## src/rtl/adder16_arbiter_if.sv

```systemverilog
// adder16_arbiter_if: request/response bundle between the clients and the shared adder arbiter.
//   req_valid/req_ready  per-requester handshake (NREQ bits)
//   req_a/req_b          packed 16-bit operands, requester i at [16*i+15:16*i]
//   rsp_valid/rsp_ready  single response channel handshake
//   rsp_sum/rsp_ovfl     registered sum and carry out of bit 15
//   rsp_id               requester index that produced the response
//   op_count             completed request-side transfers, wraps at 16 bits
interface adder16_arbiter_if #(
    parameter int NREQ = 4,
    parameter int IDW  = 2
);
    logic [NREQ-1:0]    req_valid;
    logic [NREQ-1:0]    req_ready;
    logic [NREQ*16-1:0] req_a;
    logic [NREQ*16-1:0] req_b;
    logic               rsp_valid;
    logic               rsp_ready;
    logic [15:0]        rsp_sum;
    logic               rsp_ovfl;
    logic [IDW-1:0]     rsp_id;
    logic [15:0]        op_count;

    modport master (
        output req_valid, req_a, req_b, rsp_ready,
        input  req_ready, rsp_valid, rsp_sum, rsp_ovfl, rsp_id, op_count
    );

    modport slave (
        input  req_valid, req_a, req_b, rsp_ready,
        output req_ready, rsp_valid, rsp_sum, rsp_ovfl, rsp_id, op_count
    );
endinterface

```

## src/rtl/adder16_arbiter.sv

```systemverilog
// adder16_arbiter: round-robin sharing of one 16-bit adder among NREQ requesters with a registered response.
//   clk    rising-edge clock
//   rst_n  asynchronous active-low reset
//   bus    adder16_arbiter_if.slave: request handshake/operands in, tagged response and op_count out
module adder16_arbiter #(
    parameter int NREQ = 4,
    parameter int IDW  = 2
) (
    input logic              clk,
    input logic              rst_n,
    adder16_arbiter_if.slave bus
);
    typedef enum logic {IDLE, FULL} state_t;

    state_t             state, state_nx;
    logic [IDW-1:0]     rr_ptr, off, win, ptr_nx, id_q;
    logic [IDW:0]       win_sum;
    logic [2*NREQ-1:0]  dbl;
    logic [NREQ-1:0]    rot;
    logic               can_accept, grant, ovfl_q;
    logic [15:0]        op_a, op_b, sum_q, cnt_q;
    logic [16:0]        add;

    // Rotating the doubled request vector by rr_ptr puts the search start at bit 0,
    // so the lowest set bit of rot is the round-robin winner's offset from rr_ptr.
    always_comb begin
        dbl = {bus.req_valid, bus.req_valid} >> rr_ptr;
        rot = dbl[NREQ-1:0];
        off = '0;
        for (int k = NREQ - 1; k >= 0; k--)
            if (rot[k]) off = IDW'(k);
        win_sum = {1'b0, rr_ptr} + {1'b0, off};
        win = (win_sum >= (IDW+1)'(NREQ)) ? IDW'(win_sum - (IDW+1)'(NREQ)) : win_sum[IDW-1:0];
        ptr_nx = (win == IDW'(NREQ - 1)) ? '0 : win + 1'b1;
        op_a = '0;
        op_b = '0;
        for (int k = 0; k < NREQ; k++)
            if (win == IDW'(k)) begin
                op_a = bus.req_a[16*k +: 16];
                op_b = bus.req_b[16*k +: 16];
            end
        add = {1'b0, op_a} + {1'b0, op_b};
        can_accept = (state == IDLE) | bus.rsp_ready;
        grant = can_accept & (|bus.req_valid);
        bus.req_ready = grant ? (NREQ'(1) << win) : '0;
        state_nx = grant ? FULL : ((state == FULL) && bus.rsp_ready) ? IDLE : state;
    end

    always_ff @(posedge clk or negedge rst_n) begin
        if (!rst_n) state <= IDLE;
        else        state <= state_nx;
    end

    // Result fields only change on a transfer, so a plain drain leaves them holding.
    always_ff @(posedge clk or negedge rst_n) begin
        if (!rst_n) begin
            sum_q  <= '0;
            ovfl_q <= 1'b0;
            id_q   <= '0;
            rr_ptr <= '0;
            cnt_q  <= '0;
        end else if (grant) begin
            sum_q  <= add[15:0];
            ovfl_q <= add[16];
            id_q   <= win;
            rr_ptr <= ptr_nx;
            cnt_q  <= cnt_q + 16'd1;
        end
    end

    assign bus.rsp_valid = (state == FULL);
    assign bus.rsp_sum   = sum_q;
    assign bus.rsp_ovfl  = ovfl_q;
    assign bus.rsp_id    = id_q;
    assign bus.op_count  = cnt_q;
endmodule

```

## src/flat_wrapper.sv

```systemverilog
// flat-port wrapper written by rule: the top's interface ports become plain ports
module adder16_arbiter_flat 
#(
    parameter int NREQ = 4,
    parameter int IDW  = 2
)
  (clk, rst_n, bus_req_valid, bus_req_a, bus_req_b, bus_rsp_ready, bus_req_ready, bus_rsp_valid, bus_rsp_sum, bus_rsp_ovfl, bus_rsp_id, bus_op_count);
  adder16_arbiter_if #(.NREQ(NREQ), .IDW(IDW)) bus_i ();
  input logic clk;
  input logic rst_n;
  input wire logic [$bits(bus_i.req_valid)-1:0] bus_req_valid;
  input wire logic [$bits(bus_i.req_a)-1:0] bus_req_a;
  input wire logic [$bits(bus_i.req_b)-1:0] bus_req_b;
  input wire logic [$bits(bus_i.rsp_ready)-1:0] bus_rsp_ready;
  output wire logic [$bits(bus_i.req_ready)-1:0] bus_req_ready;
  output wire logic [$bits(bus_i.rsp_valid)-1:0] bus_rsp_valid;
  output wire logic [$bits(bus_i.rsp_sum)-1:0] bus_rsp_sum;
  output wire logic [$bits(bus_i.rsp_ovfl)-1:0] bus_rsp_ovfl;
  output wire logic [$bits(bus_i.rsp_id)-1:0] bus_rsp_id;
  output wire logic [$bits(bus_i.op_count)-1:0] bus_op_count;
  assign bus_i.req_valid = bus_req_valid;
  assign bus_i.req_a = bus_req_a;
  assign bus_i.req_b = bus_req_b;
  assign bus_i.rsp_ready = bus_rsp_ready;
  assign bus_req_ready = bus_i.req_ready;
  assign bus_rsp_valid = bus_i.rsp_valid;
  assign bus_rsp_sum = bus_i.rsp_sum;
  assign bus_rsp_ovfl = bus_i.rsp_ovfl;
  assign bus_rsp_id = bus_i.rsp_id;
  assign bus_op_count = bus_i.op_count;
  adder16_arbiter #(.NREQ(NREQ), .IDW(IDW)) u_core (.clk(clk), .rst_n(rst_n), .bus(bus_i));
endmodule
```

## config.mk

```make
export PLATFORM = sky130hd
export DESIGN_NAME = adder16_arbiter_flat
export DESIGN_NICKNAME = d
export VERILOG_FILES = /design/src/rtl/adder16_arbiter_if.sv /design/src/rtl/adder16_arbiter.sv /design/src/flat_wrapper.sv
export SDC_FILE = /design/constraint.sdc
export NUM_CORES = 1
export LEC_CHECK = 0
export ABC_AREA = 1
export CAP_MARGIN = 5
export CORE_MARGIN = 3
export CORE_UTILIZATION = 40
export CTS_CLUSTER_SIZE = 20
export DETAILED_ROUTE_END_ITERATION = 10
export DONT_BUFFER_PORTS = 1
export PLACE_DENSITY_LB_ADDON = 0.05
export SLEW_MARGIN = 20
export SYNTH_ARGS = -nofsm -noshare
export SYNTH_HDL_FRONTEND = slang
export SYNTH_SLANG_ARGS = --single-unit
export TNS_END_PERCENT = 1
```

## constraint.sdc

```tcl
create_clock -name clk -period 6.6 [get_ports clk]
set_clock_uncertainty 0.1 [all_clocks]
set_input_delay 0.66 -clock clk [delete_from_list [all_inputs] [get_ports clk]]
set_output_delay 0.66 -clock clk [all_outputs]
set_load 0.01 [all_outputs]
```

==> results of run 1 <==
## worst paths after layout
| check | start | to | slack [ps] |
|---|---|---|---|
| max | u_core.rr_ptr[0] | u_core.bus.rsp_sum[12] | 2060 |
| min | rst_n | u_core.bus.rsp_valid | 90 |
| max reg2reg | u_core.rr_ptr[0] | u_core.bus.rsp_sum[12] | 2060 |
| min reg2reg | u_core.bus.rsp_sum[6] | u_core.bus.rsp_sum[6] | 460 |
| max in group asynchronous | rst_n | u_core.bus.rsp_sum[3] | 6110 |
| min in group clk | bus_rsp_ready | u_core.bus.rsp_valid | 450 |
## layout make-up
cell class	count	share of cell area
clock buffers	5	0.01785
clock inverters	3	0.01785
inverters	36	0.03504
multi-input cells	444	0.6327
flip-flops and latches	38	0.2466
well taps	108	0.03504
repair buffers	6	0.01493
## through the flow
| step | util | instances |
|---|---|---|
| 6_report | 0.4400 | 640 |
| 5_1_grt | 0.4400 | 640 |
| 4_1_cts | 0.4395 | 640 |
| 3_5_place_dp | 0.4215 | 631 |
| 3_3_place_gp | 0.4215 | 631 |
| 2_1_floorplan | - | 543 |
## cells by family after synthesis
group / after synthesis
AND/OR/NAND/NOR: 271
buffers and inverters: 61
flip-flops: 38
AO/OA/AOI/OAI: 130
XOR/XNOR: 20
adder cells (fa/ha/maj): 23
## routing by layer
metal / track usage / vias to the layer above
met5: 0 / -
met4: 0.03988 / 0
met3: 0.05510 / 10
met2: 0.3833 / 124
met1: 0.2532 / 1654
li1: - / 1809
## state kept, by name (all words and copies together) (netlist names)
register / flops
u_core.bus.rsp_valid: 1
u_core.bus.rsp_id: 2
u_core.bus.rsp_ovfl: 1
u_core.bus.op_count: 16
u_core.bus.rsp_sum: 16
u_core.rr_ptr: 2
## cells in the mapped netlist, drive strengths merged
library cell | n | area, um2
a211oi | 1 | 7.510
a21boi | 1 | 7.510
a21oi | 42 | 210.2
a221oi | 7 | 61.31
a22oi | 25 | 187.7
a31oi | 1 | 6.260
and2 | 2 | 12.51
buf | 10 | 57.55
clkbuf | 15 | 56.30
clkinv | 1 | 3.750
dfrtp | 38 | 950.9
fa | 1 | 20.02
ha | 22 | 275.3
inv | 35 | 131.4
nand2 | 153 | 589.3
nand3 | 34 | 175.2
nand3b | 3 | 22.52
nand4 | 6 | 37.54
nor2 | 65 | 271.5
nor3 | 6 | 56.31
nor4 | 1 | 6.260
o21ai | 44 | 224.0
o21bai | 2 | 15.01
o31ai | 7 | 52.55
or2 | 1 | 6.260
xnor2 | 11 | 111.4
xor2 | 9 | 78.83
## what timing repair did
item	CTS	global route
endpoints found under the hold margin	38	0
hold buffers	1	0
gates resized for setup	0	0
## critical path: stages (launching register included)
cell and delay [ps]:
sky130_fd_sc_hd__dfrtp_1 470, sky130_fd_sc_hd__inv_2 90, sky130_fd_sc_hd__nand2_1 90, sky130_fd_sc_hd__nand3_1 70, sky130_fd_sc_hd__nand2_1 110, sky130_fd_sc_hd__nand3_1 70, sky130_fd_sc_hd__a21boi_0 190, sky130_fd_sc_hd__ha_1 200
sky130_fd_sc_hd__nand3_1 90, sky130_fd_sc_hd__nand2_2 110, sky130_fd_sc_hd__ha_1 470, sky130_fd_sc_hd__clkinv_1 390, sky130_fd_sc_hd__buf_4 350, sky130_fd_sc_hd__nor2_1 120, sky130_fd_sc_hd__a21oi_1 50, sky130_fd_sc_hd__ha_1 240
sky130_fd_sc_hd__fa_1 420, sky130_fd_sc_hd__nand2_1 90, sky130_fd_sc_hd__nand2_1 60, sky130_fd_sc_hd__and2_1 170, sky130_fd_sc_hd__nand4_1 90, sky130_fd_sc_hd__nand3_1 120, sky130_fd_sc_hd__nor2_1 110, sky130_fd_sc_hd__nor2_1 40
sky130_fd_sc_hd__nand2_1 70, sky130_fd_sc_hd__nand2_1 40
==> impl_metrics.env, run 1 <==
export IMPL_max_cap_viol_count=0
export IMPL_area_delta_synth_final_pct=6.093
export IMPL_r2r_worst_path_cells=25
export IMPL_cp_required_ps=6700
export IMPL_tritoncts="built"
export IMPL_slew_viol_final=0
export IMPL_cp_data_arrival_time_ps=4640
export IMPL_grt_setup_unrepaired="false"
export IMPL_detailroute_wirelength_met3_um=796
export IMPL_report_final_hold_viol_count=0
export IMPL_antenna_cells_inserted=0
export IMPL_run_status="complete, no violations"
export IMPL_worst_hold_path_type="in2async"
export IMPL_synthMuxAreaShare=0
export IMPL_cts_made_buffers=5
export IMPL_top_level_pins=175
export IMPL_synth_xor_area_frac=0.05232
export IMPL_post_synth_fa_ha_maj_area_fraction=0.08124
export IMPL_syn_mean_instance_area_um2=6.694
export IMPL_cts_setup_buffers=0
export IMPL_place_area_mm2=0.003694
export IMPL_routabilityCongestion=0.8551
export IMPL_die_area_mm2=0.01027
export IMPL_synth_seq_area_share=0.2616
export IMPL_drt_vias_per_instance=5.620
export IMPL_finalSetupViolations=0
export IMPL_worstSetupStartpointType="flip-flop"
export IMPL_routedWlPerCell_um=17.13
export IMPL_post_place_ws_ps=1878
export IMPL_min_period_over_period=0.6883
export IMPL_netlist_instances=543
export IMPL_cts_buffer_depth=2
export IMPL_tns_ps=0
export IMPL_worst_hold_slack_ps=89.13
export IMPL_synthesis_area_mm2=0.003635
export IMPL_via_count=3597
export IMPL_wl_met1_mm=4.541
export IMPL_setup_worst_path_class="reg2reg"
export IMPL_setup_worst_path_end_class="flip-flop"
export IMPL_insertion_delay_of_the_later_clocked_pin_in_the_worst_skew_pair_ps=300
export IMPL_synth_lib_cells_used_distinct=38
export IMPL_final_cell_area_mm2=0.003856
export IMPL_fillers=953
export IMPL_grt_pass1_vias=3592
export IMPL_final_critical_path_time_including_i_o_delays_and_setup_ps=4543
export IMPL_detail_route_drc_violations=0
export IMPL_design_core_area_mm2=0.008763
export IMPL_grt_max_degree=44
export IMPL_worst_max_slew_margin_expressed_relative_to_the_limit=0.5540
export IMPL_worstMarginPinSlew_ps=667.5
export IMPL_synth_top_family_by_area="simple AND/OR/NAND/NOR gates"
export IMPL_chipHeight_um=101.3
export IMPL_ant_nets=0
export IMPL_timing_fmax_mhz=220.1
export IMPL_wirelength_mm=10.96
export IMPL_row_count=34
export IMPL_synthesis_nets=701
export IMPL_seq_area_um2=950.9
export IMPL_grt_overflow_total=0
export IMPL_place_hpwl_mm=8.884
export IMPL_ys_ff_latch=38
export IMPL_layout_common_cells="sky130_fd_sc_hd__nand2_1, sky130_fd_sc_hd__nor2_1, sky130_fd_sc_hd__a21oi_1"
export IMPL_layout_drive_gt1_share=0.06955
export IMPL_setup_ws_ps=2057
export IMPL_largest_fanout_on_the_critical_path=41
export IMPL_compound_cell_area_share_of_the_yosys_netlist=0.2124
export IMPL_maxUsedRoutingLayer="met4"
export IMPL_cts_root_buffer="sky130_fd_sc_hd__clkbuf_8"
export IMPL_cts_htree_levels=2
export IMPL_grt_pass1_wl_mm=17.51
export IMPL_firstDrtPassIters=5
export IMPL_port_buffers=0
export IMPL_dieWidth_um=101.3
export IMPL_final_common_cell="sky130_fd_sc_hd__nand2_1"
export IMPL_number_of_antenna_violations_at_the_first_check_in_global_routing=0
export IMPL_tritoncts_num_sinks=38
export IMPL_clk_pin_slew_worst_paths_ps=90
export IMPL_wl_met2_mm=5.545
export IMPL_grt_util_all_layers=0.2117
export IMPL_synth_warnings=0
export IMPL_nets=689
export IMPL_multi_input_comb_area_mm2=0.002440
export IMPL_synth_simple_gate_area_frac=0.3239
export IMPL_start_util=0.4148
export IMPL_drt_iter0_drc=154
Power of run 1 is not shown: default switching activity piles up to over one toggle a cycle in this logic, so the estimate is an artifact.
==> inputs of run 2 (changes only) <==
==> constraint.sdc (replaced) <==
create_clock -name clk -period 4.05 [get_ports clk]
set_clock_uncertainty 0.1 [all_clocks]
set_input_delay 0.405 -clock clk [delete_from_list [all_inputs] [get_ports clk]]
set_output_delay 0.405 -clock clk [all_outputs]
set_load 0.01 [all_outputs]
==> run 2 against run 1 <==
Design area increased by 6.9%; global-route usage increased by 0.88 points; critical endpoint unchanged; setup slack got worse by 1900 ps; highest routed layer unchanged; die area unchanged; count of clock-buffer cells in the layout increased by 1; largest cell class unchanged; cell count increased by 1.9%; worst hold slack improved by 110 ps; first-iteration DRC count increased by 12%; flip-flop and latch count unchanged; core utilization increased by 3.1 points.
==> impl_metrics.env, run 2 (synthesized netlist as in run 1, its figures left out) <==
export IMPL_grt_pass1_vias=3570
export IMPL_routabilityCongestion=0.9311
export IMPL_grt_util_all_layers=0.2204
export IMPL_worst_hold_path_type="in2reg"
export IMPL_drt_vias_per_instance=5.730
export IMPL_detail_route_drc_violations=0
export IMPL_worst_r2r_setup_slack_ps=150
export IMPL_critical_path_slowest_cell="sky130_fd_sc_hd__dfrtp_2"
export IMPL_firstDrtPassIters=5
export IMPL_place_hpwl_mm=8.949
export IMPL_wirelength_mm=11.87
export IMPL_grt_overflow_total=0
export IMPL_grt_pass1_wl_mm=18.19
export IMPL_design_core_area_mm2=0.008763
export IMPL_placed_cells_incl_taps=633
export IMPL_cts_buffer_depth=2
export IMPL_tritoncts_num_sinks=38
export IMPL_worstMarginPinSlew_ps=524.8
export IMPL_number_of_antenna_violations_at_the_first_check_in_global_routing=0
export IMPL_row_count=34
export IMPL_finalSetupViolations=0
export IMPL_cp_endpoint="u_core.bus.rsp_sum[12]"
export IMPL_place_area_mm2=0.003759
export IMPL_drt_iter0_drc=173
export IMPL_top_level_pins=175
export IMPL_ant_nets=0
export IMPL_run_status="complete, no violations"
export IMPL_cts_htree_levels=2
export IMPL_grt_setup_unrepaired="true"
export IMPL_nets=701
export IMPL_largest_fanout_on_the_critical_path=14
export IMPL_slew_viol_final=0
export IMPL_antenna_cells_inserted=0
export IMPL_worst_max_slew_margin_expressed_relative_to_the_limit=0.6489
export IMPL_cpMostUsedCell="sky130_fd_sc_hd__nand2_1"
export IMPL_port_buffers=0
export IMPL_finish_cell_count_without_fillers=652
export IMPL_max_cap_viol_count=0
export IMPL_final_critical_path_time_including_i_o_delays_and_setup_ps=3898
export IMPL_post_place_ws_ps=-17.79
export IMPL_r2r_start="u_core.rr_ptr[0]"
export IMPL_cp_data_arrival_time_ps=3990
export IMPL_die_area_mm2=0.01027
export IMPL_cts_made_buffers=5
export IMPL_worst_setup_path_startpoint="u_core.rr_ptr[0]"
export IMPL_setup_ws_ps=152.4
export IMPL_worstSetupStartpointType="flip-flop"
export IMPL_area_delta_synth_final_pct=13.46
export IMPL_r2r_worst_path_cells=28
export IMPL_setup_worst_path_class="reg2reg"
export IMPL_via_count=3736
export IMPL_final_common_cell="sky130_fd_sc_hd__nand2_1"
export IMPL_chipHeight_um=101.3
export IMPL_timing_fmax_mhz=256.6
export IMPL_min_period_over_period=0.9624
export IMPL_report_final_hold_viol_count=0
export IMPL_worst_hold_slack_ps=203.2
export IMPL_dieWidth_um=101.3
export IMPL_start_util=0.4148
export IMPL_routedWlPerCell_um=18.20
export IMPL_regToRegEndpoint="u_core.bus.rsp_sum[12]"
export IMPL_setup_worst_path_end_class="flip-flop"
export IMPL_tritoncts="built"
export IMPL_grt_max_degree=57
export IMPL_clk_pin_slew_worst_paths_ps=90
export IMPL_cts_root_buffer="sky130_fd_sc_hd__clkbuf_8"
export IMPL_insertion_delay_of_the_later_clocked_pin_in_the_worst_skew_pair_ps=290
export IMPL_critical_path_max_stage_delay_ps=470
export IMPL_layout_drive_gt1_share=0.1581
export IMPL_layout_common_cells="sky130_fd_sc_hd__nand2_1, sky130_fd_sc_hd__nor2_1, sky130_fd_sc_hd__a21oi_1"
export IMPL_cp_required_ps=4140
export IMPL_final_cell_area_mm2=0.004124
run 2: layer usage:
metal | vias up | part of all wire | GRT usage
met2 | 146 | 0.51 | 0.3908
met4 | 0 | 0.0094 | 0.03783
met5 | - | 0 | 0
li1 | 1839 | - | -
met1 | 1740 | 0.41 | 0.2803
met3 | 11 | 0.074 | 0.04408
run 2: critical path: cells and delay by family, from the launching register on:
family	cells	cell delay, ps
buffers and inverters	4	420
AND/OR/NAND/NOR	16	1430
flip-flops	1	470
AO/OA/AOI/OAI	4	390
adder cells (fa/ha/maj)	4	980
run 2: per-stage QoR:
stage | setup TNS [ps] | utilization
after detailed placement | -17.79 | 0.4289
after CTS | 0 | 0.4435
final | 0 | 0.4706
after global placement | 0 | 0.4289
after global routing | -800.9 | 0.4706
after floorplan | 0 | -
run 2: timing repair:
item                       in CTS  in global routing
hold endpoints to repair       38                  0
cloned                          0                  2
setup buffers                   0                  7
resized for setup               1                 44
hold buffers                    2                  0
setup endpoints to repair       2                 15
pin swaps                       0                 15
run 2: worst min path at each step:
stage | from | to | slack [ps] | cells after the start
2_1_floorplan | rst_n | u_core.bus.op_count[0] | 9 | 0
3_3_place_gp | rst_n | u_core.rr_ptr[0] | 10 | 0
3_5_place_dp | rst_n | u_core.rr_ptr[0] | 10 | 0
4_1_cts | bus_rsp_ready | u_core.bus.rsp_valid | 190 | 3
5_1_grt | bus_rsp_ready | u_core.bus.rsp_valid | 220 | 3
6_report | bus_rsp_ready | u_core.bus.rsp_valid | 200 | 3
run 2: layout make-up:
type	count	area, um2
well taps	108	135.1
flip-flops and latches	38	953.4
repair buffers	18	235.2
multi-input cells	444	2567
clock inverters	2	12.51
inverters	36	137.6
fillers	939	4639
clock buffers	6	82.58
Power of run 2 is left out for the same reason.
==> inputs of run 3 (changes only) <==
--- a/config.mk
+++ b/config.mk
@@ -7,7 +7,6 @@
 export LEC_CHECK = 0
 export ABC_AREA = 1
 export CAP_MARGIN = 5
-export CORE_MARGIN = 3
 export CORE_UTILIZATION = 40
 export CTS_CLUSTER_SIZE = 20
 export DETAILED_ROUTE_END_ITERATION = 10
==> run 3 against run 2 <==
Non-clock buffer count is 5 higher; critical path type unchanged; design area is 2.9% higher; highest routed layer unchanged; die area is 7.7% lower; fmax is 0.65% lower.
==> impl_metrics.env, run 3 (synthesized netlist as in run 1, its figures left out) <==
export IMPL_run_status="complete, no violations"
export IMPL_timing_fmax_mhz=254.9
export IMPL_path_buf_inv=6
export IMPL_nets=706
export IMPL_row_count=34
export IMPL_tritoncts="built"
export IMPL_wirelength_mm=11.61
export IMPL_critical_path_top_delay_family="simple AND/OR/NAND/NOR gates"
export IMPL_via_count=3767
export IMPL_fillers=922
export IMPL_clk_pin_slew_worst_paths_ps=80
export IMPL_cp_endpoint="u_core.bus.rsp_sum[10]"
export IMPL_worst_r2r_setup_slack_ps=130
export IMPL_r2r_worst_path_cells=27
export IMPL_place_hpwl_mm=8.590
export IMPL_design_core_area_mm2=0.008763
export IMPL_worstMarginPinSlew_ps=605.0
export IMPL_placed_cells_incl_taps=633
export IMPL_report_final_hold_viol_count=0
export IMPL_top_level_pins=175
export IMPL_finalSetupViolations=0
export IMPL_finish_cell_count_without_fillers=656
export IMPL_final_critical_path_time_including_i_o_delays_and_setup_ps=3923
export IMPL_grt_max_degree=57
export IMPL_area_delta_synth_final_pct=16.76
export IMPL_ant_nets=0
export IMPL_cts_root_buffer="sky130_fd_sc_hd__clkbuf_8"
export IMPL_critical_path_max_stage_delay_ps=440
export IMPL_chipHeight_um=97.33
export IMPL_max_cap_viol_count=0
export IMPL_firstDrtPassIters=6
export IMPL_setup_ws_ps=127.1
export IMPL_routabilityCongestion=0.8586
export IMPL_setup_worst_path_end_class="flip-flop"
export IMPL_port_buffers=0
export IMPL_slew_viol_final=0
export IMPL_antenna_cells_inserted=0
export IMPL_cts_buffer_depth=2
export IMPL_worstSetupStartpointType="flip-flop"
export IMPL_grt_util_all_layers=0.2322
export IMPL_largest_fanout_on_the_critical_path=9
export IMPL_cts_made_buffers=5
export IMPL_die_area_mm2=0.009472
export IMPL_worst_hold_slack_ps=211.6
export IMPL_post_place_ws_ps=-82.50
export IMPL_grt_pass1_wl_mm=17.92
export IMPL_cp_data_arrival_time_ps=4000
export IMPL_r2r_start="u_core.rr_ptr[0]"
export IMPL_grt_setup_unrepaired="true"
export IMPL_worst_hold_path_num_cells=3
export IMPL_layout_common_cells="sky130_fd_sc_hd__nand2_1, sky130_fd_sc_hd__nor2_1, sky130_fd_sc_hd__dfrtp_1"
export IMPL_number_of_antenna_violations_at_the_first_check_in_global_routing=0
export IMPL_worst_hold_path_type="in2reg"
export IMPL_insertion_delay_of_the_later_clocked_pin_in_the_worst_skew_pair_ps=300
export IMPL_min_period_over_period=0.9686
export IMPL_layout_drive_gt1_share=0.1734
export IMPL_regToRegEndpoint="u_core.bus.rsp_sum[10]"
export IMPL_critical_path_slowest_cell="sky130_fd_sc_hd__dfrtp_1"
export IMPL_cp_required_ps=4130
export IMPL_grt_pass1_vias=3640
export IMPL_grt_overflow_total=0
export IMPL_critical_path_cell_count=27
export IMPL_setup_worst_path_class="reg2reg"
export IMPL_worst_max_slew_margin_expressed_relative_to_the_limit=0.5952
export IMPL_dieWidth_um=97.33
export IMPL_drt_iter0_drc=187
export IMPL_worst_setup_path_startpoint="u_core.rr_ptr[0]"
export IMPL_cts_htree_levels=2
export IMPL_start_util=0.4148
export IMPL_final_common_cell="sky130_fd_sc_hd__nand2_1"
export IMPL_drt_vias_per_instance=5.742
export IMPL_routedWlPerCell_um=17.70
export IMPL_detail_route_drc_violations=0
export IMPL_tritoncts_num_sinks=38
==> run 3: metrics by stage <==
stage,util,TNS [ps],cell area (um2)
finish,0.4843,0,4244
global route,0.4843,-735.2,4244
CTS,0.4465,0,3913
detailed placement,0.4289,-102.9,3759
global placement,0.4289,0,3759
floorplan,-,0,3635
==> run 3: worst min path at each step <==
stage	from	to
2_1_floorplan	rst_n	u_core.bus.op_count[0]
3_3_place_gp	rst_n	u_core.rr_ptr[0]
3_5_place_dp	rst_n	u_core.rr_ptr[1]
4_1_cts	bus_rsp_ready	u_core.bus.rsp_valid
5_1_grt	bus_rsp_ready	u_core.bus.rsp_valid
6_report	bus_rsp_ready	u_core.bus.rsp_valid
==> run 3: repair_timing <==
item / CTS / global route
setup endpoints to repair: 6 / 13
endpoints found under the hold margin: 38 / 0
pin swaps: 0 / 23
gates resized for setup: 3 / 53
setup buffers: 1 / 11
cloned: 0 / 2
hold buffers: 2 / 0
==> run 3: layout make-up <==
class / instances / area, um2 / area share
Tap cell: 108 / 135.1 / 0.03184
Timing Repair Buffer: 23 / 280.3 / 0.06604
Clock buffer: 6 / 82.58 / 0.01946
Multi-Input combinational cell: 444 / 2624 / 0.6182
Sequential cell: 38 / 952.2 / 0.2244
Clock inverter: 1 / 30.03 / 0.007075
Inverter: 36 / 140.1 / 0.03302
==> run 3: worst register-to-register path, stage by stage, from the launching register on <==
cell	delay (ps)
sky130_fd_sc_hd__dfrtp_1	440
sky130_fd_sc_hd__inv_2	130
sky130_fd_sc_hd__nand2_1	90
sky130_fd_sc_hd__nand3_1	110
sky130_fd_sc_hd__nand2_2	100
sky130_fd_sc_hd__a21boi_2	190
sky130_fd_sc_hd__ha_4	180
sky130_fd_sc_hd__inv_2	30
sky130_fd_sc_hd__nand3_2	60
sky130_fd_sc_hd__nand2_4	80
sky130_fd_sc_hd__inv_4	80
sky130_fd_sc_hd__ha_4	130
sky130_fd_sc_hd__inv_4	40
sky130_fd_sc_hd__nor2_4	160
sky130_fd_sc_hd__clkbuf_16	180
sky130_fd_sc_hd__clkbuf_4	190
sky130_fd_sc_hd__a22oi_1	80
sky130_fd_sc_hd__nand2_1	60
sky130_fd_sc_hd__o21ai_0	90
sky130_fd_sc_hd__a21oi_1	210
sky130_fd_sc_hd__ha_1	330
sky130_fd_sc_hd__nand2_1	120
sky130_fd_sc_hd__nor2_1	80
sky130_fd_sc_hd__nand3_1	90
sky130_fd_sc_hd__nand3_1	100
sky130_fd_sc_hd__or2_1	220
sky130_fd_sc_hd__nand3_1	80
sky130_fd_sc_hd__nand2_1	60
==> run 3: metal layers <==
layer,routed length (um),share of wire,up-vias,GRT usage
met2,5947,0.51,141,0.4296
met4,139,0.012,0,0.05317
met1,4845,0.42,1763,0.2777
met5,0,0,-,0
li1,-,-,1849,-
met3,677,0.058,14,0.04173
Power of run 3 is left out for the same reason.
